[src/rtl/traffic_pkg.sv]
// Shared constants for the two-way traffic light controller and its request stage.
// Latency: none, constants only.
// Backpressure: none.
// Contents: controller phase encodings and the default duration width.
package traffic_pkg;

  // Default width of green-duration values; matches the controller countdown timers.
  localparam int TW_DEFAULT = 32;

  // Controller phase encodings, shared with the controller itself.
  localparam logic [1:0] PH_L1_GREEN  = 2'd0;
  localparam logic [1:0] PH_L1_YELLOW = 2'd1;
  localparam logic [1:0] PH_L2_GREEN  = 2'd2;
  localparam logic [1:0] PH_L2_YELLOW = 2'd3;

endpackage

[src/rtl/sensor_debounce.sv]
// Synchronises and debounces one raw vehicle sensor; emits a one-cycle pulse per accepted rise.
// Latency: 2 sync cycles + DB_CYCLES stable cycles from sensor edge to accepted level change.
// Backpressure: none; the sensor is sampled every cycle.
// Ports: ck/rst_n clock and async active-low reset; sens raw sensor; rise one-cycle arrival pulse.
module sensor_debounce import traffic_pkg::*; #(
  parameter int DB_CYCLES = 16
) (
  input  logic ck,
  input  logic rst_n,
  input  logic sens,
  output logic rise
);

  localparam int             CW       = $clog2(DB_CYCLES);
  localparam logic [CW-1:0]  CNT_LAST = CW'(DB_CYCLES - 1);

  if (DB_CYCLES < 2) begin : g_bad_db
    $error("sensor_debounce: DB_CYCLES must be at least 2");
  end

  logic          sync0;
  logic          sync1;
  logic          db;
  logic [CW-1:0] cnt;

  always_ff @(posedge ck or negedge rst_n) begin
    if (!rst_n) begin
      sync0 <= 1'b0;
      sync1 <= 1'b0;
      db    <= 1'b0;
      cnt   <= '0;
      rise  <= 1'b0;
    end else begin
      sync0 <= sens;
      sync1 <= sync0;
      rise  <= 1'b0;
      if (sync1 == db) begin
        // Any agreement, including a bounce back, restarts the stability count.
        cnt <= '0;
      end else if (cnt == CNT_LAST) begin
        // This is the DB_CYCLES-th consecutive disagreeing sample: accept it.
        db   <= sync1;
        cnt  <= '0;
        rise <= sync1;
      end else begin
        cnt <= cnt + CW'(1);
      end
    end
  end

endmodule

[src/rtl/traffic_req_gen.sv]
// Conditions both approach sensors into request flags and demand-stretched green durations.
// Latency: 1 cycle from accepted sensor rise to q/en, 1 cycle from green entry to ld/q update.
// Backpressure: none; arrival counters saturate at MAX_Q instead of stalling.
// Ports: ck/rst_n clock and async active-low reset; sens1/sens2 raw sensors; phase controller
//        phase; en1/en2 request pending; ld1/ld2 green durations; q1/q2 queued-arrival counts.
module traffic_req_gen import traffic_pkg::*; #(
  parameter int TW        = TW_DEFAULT,
  parameter int DB_CYCLES = 16,
  parameter int T_BASE    = 100,
  parameter int T_EXT     = 50,
  parameter int MAX_Q     = 4
) (
  input  logic          ck,
  input  logic          rst_n,
  input  logic          sens1,
  input  logic          sens2,
  input  logic [1:0]    phase,
  output logic          en1,
  output logic          en2,
  output logic [TW-1:0] ld1,
  output logic [TW-1:0] ld2,
  output logic [2:0]    q1,
  output logic [2:0]    q2
);

  localparam logic [TW-1:0]      LD_BASE = TW'(T_BASE);
  localparam logic [TW-1:0]      LD_EXT  = TW'(T_EXT);
  localparam logic [2:0]         Q_MAX   = 3'(MAX_Q);
  localparam longint unsigned    LD_PEAK = longint'(T_BASE) + longint'(T_EXT) * longint'(MAX_Q - 1);

  if (MAX_Q < 1 || MAX_Q > 7) begin : g_bad_maxq
    $error("traffic_req_gen: MAX_Q must be in 1..7 to fit the 3-bit counters");
  end
  if (TW < 64 && LD_PEAK >= (64'd1 << TW)) begin : g_bad_tw
    $error("traffic_req_gen: longest green duration does not fit in TW bits");
  end

  logic [1:0]    sens_v;
  logic [1:0]    phase_d;
  logic [1:0]    en_v;
  logic [2:0]    q_v  [2];
  logic [TW-1:0] ld_v [2];

  assign sens_v = {sens2, sens1};

  // Delayed phase for green-entry detection; resetting to L1 green suppresses a
  // spurious approach-1 service on the first cycle out of reset.
  always_ff @(posedge ck or negedge rst_n) begin
    if (!rst_n) phase_d <= PH_L1_GREEN;
    else        phase_d <= phase;
  end

  for (genvar i = 0; i < 2; i++) begin : g_app
    localparam logic [1:0] PH_GREEN = (i == 0) ? PH_L1_GREEN : PH_L2_GREEN;

    logic       rise;
    logic       svc;
    logic [2:0] q;
    logic [2:0] q_ext;
    logic [2:0] q_nxt;

    sensor_debounce #(.DB_CYCLES(DB_CYCLES)) u_debounce (
      .ck    (ck),
      .rst_n (rst_n),
      .sens  (sens_v[i]),
      .rise  (rise)
    );

    always_comb begin
      svc   = (phase == PH_GREEN) && (phase_d != PH_GREEN);
      // Only arrivals beyond the first stretch the green.
      q_ext = (q > 3'd1) ? (q - 3'd1) : 3'd0;
      q_nxt = q;
      if (svc) begin
        // Service drains the queue, but an arrival landing on the same cycle is kept.
        q_nxt = {2'b00, rise};
      end else if (rise && (q < Q_MAX)) begin
        q_nxt = q + 3'd1;
      end
    end

    always_ff @(posedge ck or negedge rst_n) begin
      if (!rst_n) begin
        q       <= 3'd0;
        en_v[i] <= 1'b0;
        ld_v[i] <= LD_BASE;
      end else begin
        q       <= q_nxt;
        en_v[i] <= (q_nxt != 3'd0);
        if (svc) ld_v[i] <= LD_BASE + LD_EXT * TW'(q_ext);
      end
    end

    assign q_v[i] = q;
  end

  assign en1 = en_v[0];
  assign en2 = en_v[1];
  assign ld1 = ld_v[0];
  assign ld2 = ld_v[1];
  assign q1  = q_v[0];
  assign q2  = q_v[1];

endmodule
[config.mk]
export PLATFORM = sky130hd
export DESIGN_NAME = traffic_req_gen
export DESIGN_NICKNAME = d
export VERILOG_FILES = /design/src/rtl/traffic_pkg.sv /design/src/rtl/sensor_debounce.sv /design/src/rtl/traffic_req_gen.sv
export SDC_FILE = /design/constraint.sdc
export NUM_CORES = 1
export LEC_CHECK = 0
export BUFFER_PORTS_ARGS = -buffer_cell sky130_fd_sc_hd__buf_2
export CORE_MARGIN = 10
export CORE_UTILIZATION = 35
export CTS_BUF_LIST = sky130_fd_sc_hd__clkbuf_16
export DETAILED_ROUTE_END_ITERATION = 7
export SKIP_LAST_GASP = 1
export SLEW_MARGIN = 20
export SYNTH_ARGS = -nofsm -noshare
export SYNTH_HDL_FRONTEND = slang
export SYNTH_SLANG_ARGS = --single-unit
[constraint.sdc]
create_clock -name ck -period 2.6 [get_ports ck]
set_input_delay 0.26 -clock ck [delete_from_list [all_inputs] [get_ports ck]]
set_output_delay 0.26 -clock ck [all_outputs]
set_load 0.02 [all_outputs]
==> out/metrics.cfg, run 1 <==
[sta]
slew_viol_final=0
tightest_slew_ns=0.788
max_freq_ghz=0.402
maxSlewHeadroom=0.475
period_share=0.958
layout_min_cycle_time_ns=2.49
setup-tns-final_ns=0
fin_skew_ns=0.00465
finalHoldViolations=0
rsz0062_at_grt=true
whs_ns=0.0811
setup_violations=0

[floorplan]
num_rows=31
pin_count=78
die_w_um=107
start_util=0.361
core_um2=7290
die_area_um2=11400
die_h_um=107

[clock_tree]
htree_levels=2
cts_tree=built
cts_buffer_depth=2
worstSkewPairLatency_ns=0.28
clk_pin_slew_ns=0.06
cts_buffers=5
clock-sinks=44
root_buffer=clkbuf_16

[worst_setup_path]
ff2ff_setup_slack_ns=0.11
r2r_cells=11
crit_path_end_kind=flip-flop
crit_chain=ha_1, o21ba_4, nor2_1, nor2_2, buf_4, ha_2, ha_4, or2_2, a211oi_4, xor2_1, o21ai_0
cp_max_fo=5
required_ns=2.73
slowest_delay_ns=0.43
r2r_start=q2[0]$_DFF_PN0_
path_class=reg -> reg
cp.arrival_ns=2.62
reg2reg_to=ld2[7]$_DFFE_PN0P_
slowest_stage=dfrtp_2
start_kind=flip-flop

[global_routing]
first_global_vias=1963
grt_pass1_wl_um=9230
grt_overflow=0
grt_max_degree=44
track_usage=0.0966
antenna_found_initial=1

[run]
max_cap_violations=0

[synth]
yosysSeqAreaShare=0.421
ys_ff_latch=44
synth_cells=275
synth_edf_count=0
synthFlopType=dfrtp_1
synth.lib_cells_used.distinct=44
synth.avg_cell_area_um2=9.57
synthArstFlopShare=1.00
yosysWarnings=0
synth.cell_area_um2=2630

[power]
vdd_drop_max_mv=0.377
p_leak_nw=1.58
total_power_w=0.00149
p_per_area_nw_per_um2=479

[drt]
viasPerCell=4.45
vias=1912
avgRoutedWirePerCell_um=12.6
dr.first_iter.drc_count=125
drtAntennaViolNets=0
finalWirelength_um=5410
firstDrtPassIters=4
drcViolationCount=0

[cells_and_area]
utilization=0.427
mostFrequentLayoutCells=conb_1 (46), dfrtp_1 (34), buf_2 (31)
nNetsFinal=354
drive_above_1_share=0.263
syn_to_final_growth_pct=18.2
mostFrequentLayoutCell=conb_1
antennaDiodeCount=0

[status]
status=finished, final reports clean

[placed_design]
dpl.hpwl_um=4020
gp_congestion=0.820
portBuffers=31

[worst_hold_path]
hold_depth=1
hold_path_end=g_app[0].u_debounce.sync0$_DFF_PN0_
hold_class=in -> reg
hold_path.startpoint=sens1

## final cells by class
class                           instances  area (um^2)
Fill cell                             720         4180
Multi-Input combinational cell        215         1350
Sequential cell                        44         1110
Timing Repair Buffer                   54          350
Clock buffer                            5          125
Tap cell                               99          124
Inverter                               10         37.5
Clock inverter                          3         11.3
## power breakdown
part	switching [W]	internal, W	leakage (nW)
Clock	0.000248	0.000346	0.0701
Sequential	0.0000162	0.000720	0.568
Combinational	0.000125	0.0000372	0.938
Total	0.000389	0.00110	1.58
## synth_stat cells (2+ instances only)
cell type | instances | share of area
ha_1 | 18 | 0.086
inv_1 | 10 | 0.014
clkbuf_1 | 2 | 0.0029
or2_2 | 2 | 0.0048
nor3b_1 | 6 | 0.017
mux2_2 | 2 | 0.0086
nor4b_1 | 3 | 0.010
nor2b_1 | 5 | 0.012
a21oi_1 | 12 | 0.023
nor2_1 | 20 | 0.029
buf_4 | 47 | 0.13
nand4b_1 | 2 | 0.0067
nand2b_1 | 2 | 0.0048
nand4_1 | 2 | 0.0048
nand3_1 | 10 | 0.019
o21bai_1 | 2 | 0.0057
a211oi_1 | 2 | 0.0057
xnor2_1 | 8 | 0.027
dfrtp_1 | 38 | 0.36
o21ai_0 | 20 | 0.038
xor2_1 | 3 | 0.010
nand2_1 | 29 | 0.041
nand3b_1 | 2 | 0.0057
dfstp_2 | 6 | 0.060
mux2i_1 | 2 | 0.0076
o21a_1 | 2 | 0.0057
## routing by layer
layer	share of wire	track usage
met5	0	0
met4	0.020	0.0416
met3	0.11	0.0455
met2	0.44	0.152
met1	0.43	0.110
## stage by stage
stage,worst slack (ns),cells,cell area (um^2)
after floorplan,0.0319,320,2820
final,0.110,430,3110
after global placement,0.0765,413,2830
after global routing,-0.0424,430,3110
after detailed placement,-0.0190,413,2830
after CTS,0.0000679,426,3010
## sequential cells by signal, indices dropped and copies added, names as in the netlist, 2 cells and up
signal,count
q1,3
g_app.u_debounce.sync0,2
ld2,9
phase_d,2
ld1,9
g_app.u_debounce.cnt,8
g_app.u_debounce.db,2
q2,3
g_app.u_debounce.rise,2
g_app.u_debounce.sync1,2
## timing repair
action                                  CTS  global route
setup buffers                             5             2
resized for setup                         3             9
pin swaps                                 5             9
hold buffers                              0             1
hold endpoints to repair                  0             2
endpoints found under the setup margin    2             4
## how the worst max path moves through the flow
stage               startpoint  slack [ns]  cells after the start                  to
5_1_grt        q1[0]$_DFF_PN0_       -0.04                      9  ld1[7]$_DFFE_PN0P_
4_1_cts        q1[0]$_DFF_PN0_     0.00007                     10  ld1[7]$_DFFE_PN0P_
6_report       q2[0]$_DFF_PN0_        0.11                     11  ld2[7]$_DFFE_PN0P_
3_3_place_gp   q2[0]$_DFF_PN0_        0.08                     10  ld2[7]$_DFFE_PN0P_
2_1_floorplan  q2[0]$_DFF_PN0_        0.03                     11  ld2[7]$_DFFE_PN0P_
3_5_place_dp   q2[0]$_DFF_PN0_       -0.02                     10  ld2[7]$_DFFE_PN0P_
## cells by family (layout without fill, tap and decap cells)
family          count (synthesis)  after routing  synth area share
simple gates                   91             91             0.180
buf+inv                        61             72             0.157
compound gates                 45             45             0.102
flops                          44             44             0.421
fa+ha+maj                      18             18            0.0856
xor+xnor                       11             11            0.0366
mux                             4              4            0.0162
other cells                     1             46           0.00143
## worst max-delay path: cells and delay by family, from the launching register on
family	cells	cell delay, ns
fa+ha+maj	3	0.64
compound gates	3	0.52
simple gates	3	0.48
flops	1	0.43
xor+xnor	1	0.15
buf+inv	1	0.13
No activity file was read; power rests on OpenSTA's default activity.
==> run 2: changes to the inputs <==
--- a/config.mk
+++ b/config.mk
@@ -6,10 +6,13 @@
 export NUM_CORES = 1
 export LEC_CHECK = 0
 export BUFFER_PORTS_ARGS = -buffer_cell sky130_fd_sc_hd__buf_2
+export CELL_PAD_IN_SITES_DETAIL_PLACEMENT = 1
+export CELL_PAD_IN_SITES_GLOBAL_PLACEMENT = 2
 export CORE_MARGIN = 10
-export CORE_UTILIZATION = 35
+export CORE_UTILIZATION = 28
 export CTS_BUF_LIST = sky130_fd_sc_hd__clkbuf_16
 export DETAILED_ROUTE_END_ITERATION = 7
+export PLACE_DENSITY_LB_ADDON = 0.1
 export SKIP_LAST_GASP = 1
 export SLEW_MARGIN = 20
 export SYNTH_ARGS = -nofsm -noshare
==> run 2 against run 1 <==
  * Wire length increased by 19%
  * Non-clock buffer count increased by 2
  * Via count increased by 0.31%
  * Clock-buffer cell count unchanged
  * Final area increased by 1.7%
  * Global-route usage decreased by 0.56 points
  * Combinational power about the same
  * Clock skew about the same
  * Sequential share of layout area decreased by 0.59 points
  * Maximum frequency increased by 0.34%
  * Critical endpoint unchanged
==> out/metrics.cfg, run 2 (same netlist as run 1, synthesis figures left out) <==
[power]
vdd_drop_max_mv=0.223  ; was 0.377 mV
sw_frac_of_total=0.254  ; was 0.261
clock_power_share=0.444  ; was 0.398
power.internal_w=0.00120  ; was 0.00110 W
p_comb_frac=0.100  ; was 0.109
seqPwrFrac=0.456  ; was 0.493
p_per_area_nw_per_um2=510  ; was 479 nW/um^2
total_power_w=0.00161  ; was 0.00149 W
p_leak_nw=1.59  ; was 1.58 nW
p_sw_w=0.000410  ; was 0.000389 W

[floorplan]
pin_count=78  ; unchanged
start_util=0.286  ; was 0.361
die_w_um=117  ; was 107 um
core_um2=9200  ; was 7290 um^2
die_h_um=117  ; was 107 um
die_area_um2=13700  ; was 11400 um^2
num_rows=35  ; was 31

[clock_tree]
worstSkewPairLatency_ns=0.28  ; about the same
clk_pin_slew_ns=0.07  ; was 0.06 ns
cts_buffers=5  ; unchanged
clock-sinks=44  ; unchanged
root_buffer=clkbuf_16  ; unchanged
cts_tree=built  ; unchanged
htree_levels=2  ; unchanged
cts_hold_buf=0  ; unchanged
cts_buffer_depth=2  ; unchanged

[sta]
period_share=0.954  ; was 0.958
slew_viol_final=0  ; unchanged
setup-tns-final_ns=0  ; unchanged
tightest_slew_ns=0.671  ; was 0.788 ns
layout_min_cycle_time_ns=2.48  ; was 2.49 ns
fin_skew_ns=0.00421  ; was 0.00465 ns
max_freq_ghz=0.403  ; was 0.402 GHz
finalHoldViolations=0  ; unchanged
fin_ws_ns=0.118  ; was 0.110 ns
rsz0062_at_grt=true  ; unchanged
setup_violations=0  ; unchanged
maxSlewHeadroom=0.552  ; was 0.475

[placed_design]
gp_congestion=0.764  ; was 0.820
dpl.hpwl_um=4830  ; was 4020 um
dp.cells=432  ; was 413
portBuffers=31  ; unchanged
dpl_worst_slack_ns=0.0433  ; was -0.0190 ns
dpl_cell_area_um2=2900  ; was 2830 um^2

[cells_and_area]
stdcell_count=444  ; was 430
n_fill_cell=1071  ; was 720
drive_above_1_share=0.273  ; was 0.263
antennaDiodeCount=0  ; unchanged
syn_to_final_growth_pct=20.2  ; was 18.2%
mostFrequentLayoutCell=conb_1  ; unchanged
nNetsFinal=356  ; was 354
mostFrequentLayoutCells=conb_1 (46), dfrtp_1 (34), buf_2 (31)  ; unchanged
final_area_um2=3160  ; was 3110 um^2

[drt]
dr.first_iter.drc_count=34  ; was 125
drtAntennaViolNets=0  ; unchanged
finalWirelength_um=6430  ; was 5410 um
drcViolationCount=0  ; unchanged
viasPerCell=4.32  ; was 4.45
vias=1918  ; was 1912
avgRoutedWirePerCell_um=14.5  ; was 12.6 um
firstDrtPassIters=4  ; unchanged

[status]
status=finished, final reports clean  ; unchanged

[worst_setup_path]
start_kind=flip-flop  ; unchanged
crit_path_end_kind=flip-flop  ; unchanged
r2r_start=q2[0]$_DFF_PN0_  ; unchanged
cp-startpoint=q2[0]$_DFF_PN0_  ; unchanged
path_class=reg -> reg  ; unchanged
cp_max_fo=4  ; was 5
cp.arrival_ns=2.65  ; was 2.62 ns
required_ns=2.76  ; was 2.73 ns

[run]
max_cap_violations=0  ; unchanged

[global_routing]
grtUsageMet1=0.113  ; was 0.110
track_usage=0.0911  ; was 0.0966
grt_max_degree=29  ; was 44
grt_overflow=0  ; unchanged
grt_pass1_wl_um=9830  ; was 9230 um
grt_most_used_layer=met2  ; unchanged
antenna_found_initial=0  ; was 1
grt_use_met2=0.147  ; was 0.152
first_global_vias=1946  ; was 1963
grtUsageMet3=0.0321  ; was 0.0455

[worst_hold_path]
hold_class=in -> async  ; was in -> reg

-- run 2: critical path, stage by stage (launching register included) --
cell and delay [ns]:
dfrtp_2 0.42, ha_1 0.22, o21ba_4 0.26, nor2_1 0.06
nor2_2 0.17, ha_1 0.29, ha_4 0.23, or2_4 0.23
a211oi_4 0.25, xor2_1 0.16, o21ai_0 0.08
-- run 2: routing by layer --
layer	up-vias	part of all wire
met2	37	0.50
li1	945	-
met3	2	0.054
met5	-	0
met4	0	0.0048
met1	934	0.44
-- run 2: worst paths after layout --
path	to	slack [ns]	cells after the start
max	ld2[7]$_DFFE_PN0P_	0.12	10
min	ld2[1]$_DFFE_PN0P_	0.009	1
max reg2reg	ld2[7]$_DFFE_PN0P_	0.12	10
min reg2reg	g_app[0].u_debounce.sync1$_DFF_PN0_	0.35	0
max in group asynchronous	g_app[0].u_debounce.cnt[3]$_DFF_PN0_	1.88	2
min in group ck	g_app[0].u_debounce.sync0$_DFF_PN0_	0.08	1
-- run 2: power groups by stage --
stage	sequential (W)	clock [W]	combinational, W
global route	0.000740	0.000781	0.000181
CTS	0.000736	0.000749	0.000161
finish	0.000735	0.000716	0.000161
global placement	0.000748	0	0.000161
detailed placement	0.000749	0	0.000161
floorplan	0.000765	0	0.000147
-- run 2: through the flow --
step | hold slack [ns] | util
2_1_floorplan | -0.0356 | -
6_report | 0.00894 | 0.344
5_1_grt | 0.0622 | 0.344
3_3_place_gp | 0.336 | 0.315
4_1_cts | 0.0389 | 0.333
3_5_place_dp | 0.338 | 0.315
-- run 2: cell type report --
cell class | count | area, um^2 | area share
Multi-Input combinational cell | 215 | 1370 | 0.432
Sequential cell | 44 | 1110 | 0.352
Timing Repair Buffer | 56 | 343 | 0.108
Tap cell | 111 | 139 | 0.0439
Clock buffer | 5 | 125 | 0.0396
Clock inverter | 3 | 38.8 | 0.0123
Inverter | 10 | 37.5 | 0.0119
-- run 2: repair_timing --
action / in CTS / in global routing
gates resized for setup: 0 / 15
setup buffers: 0 / 4
endpoints found under the setup margin: 0 / 5
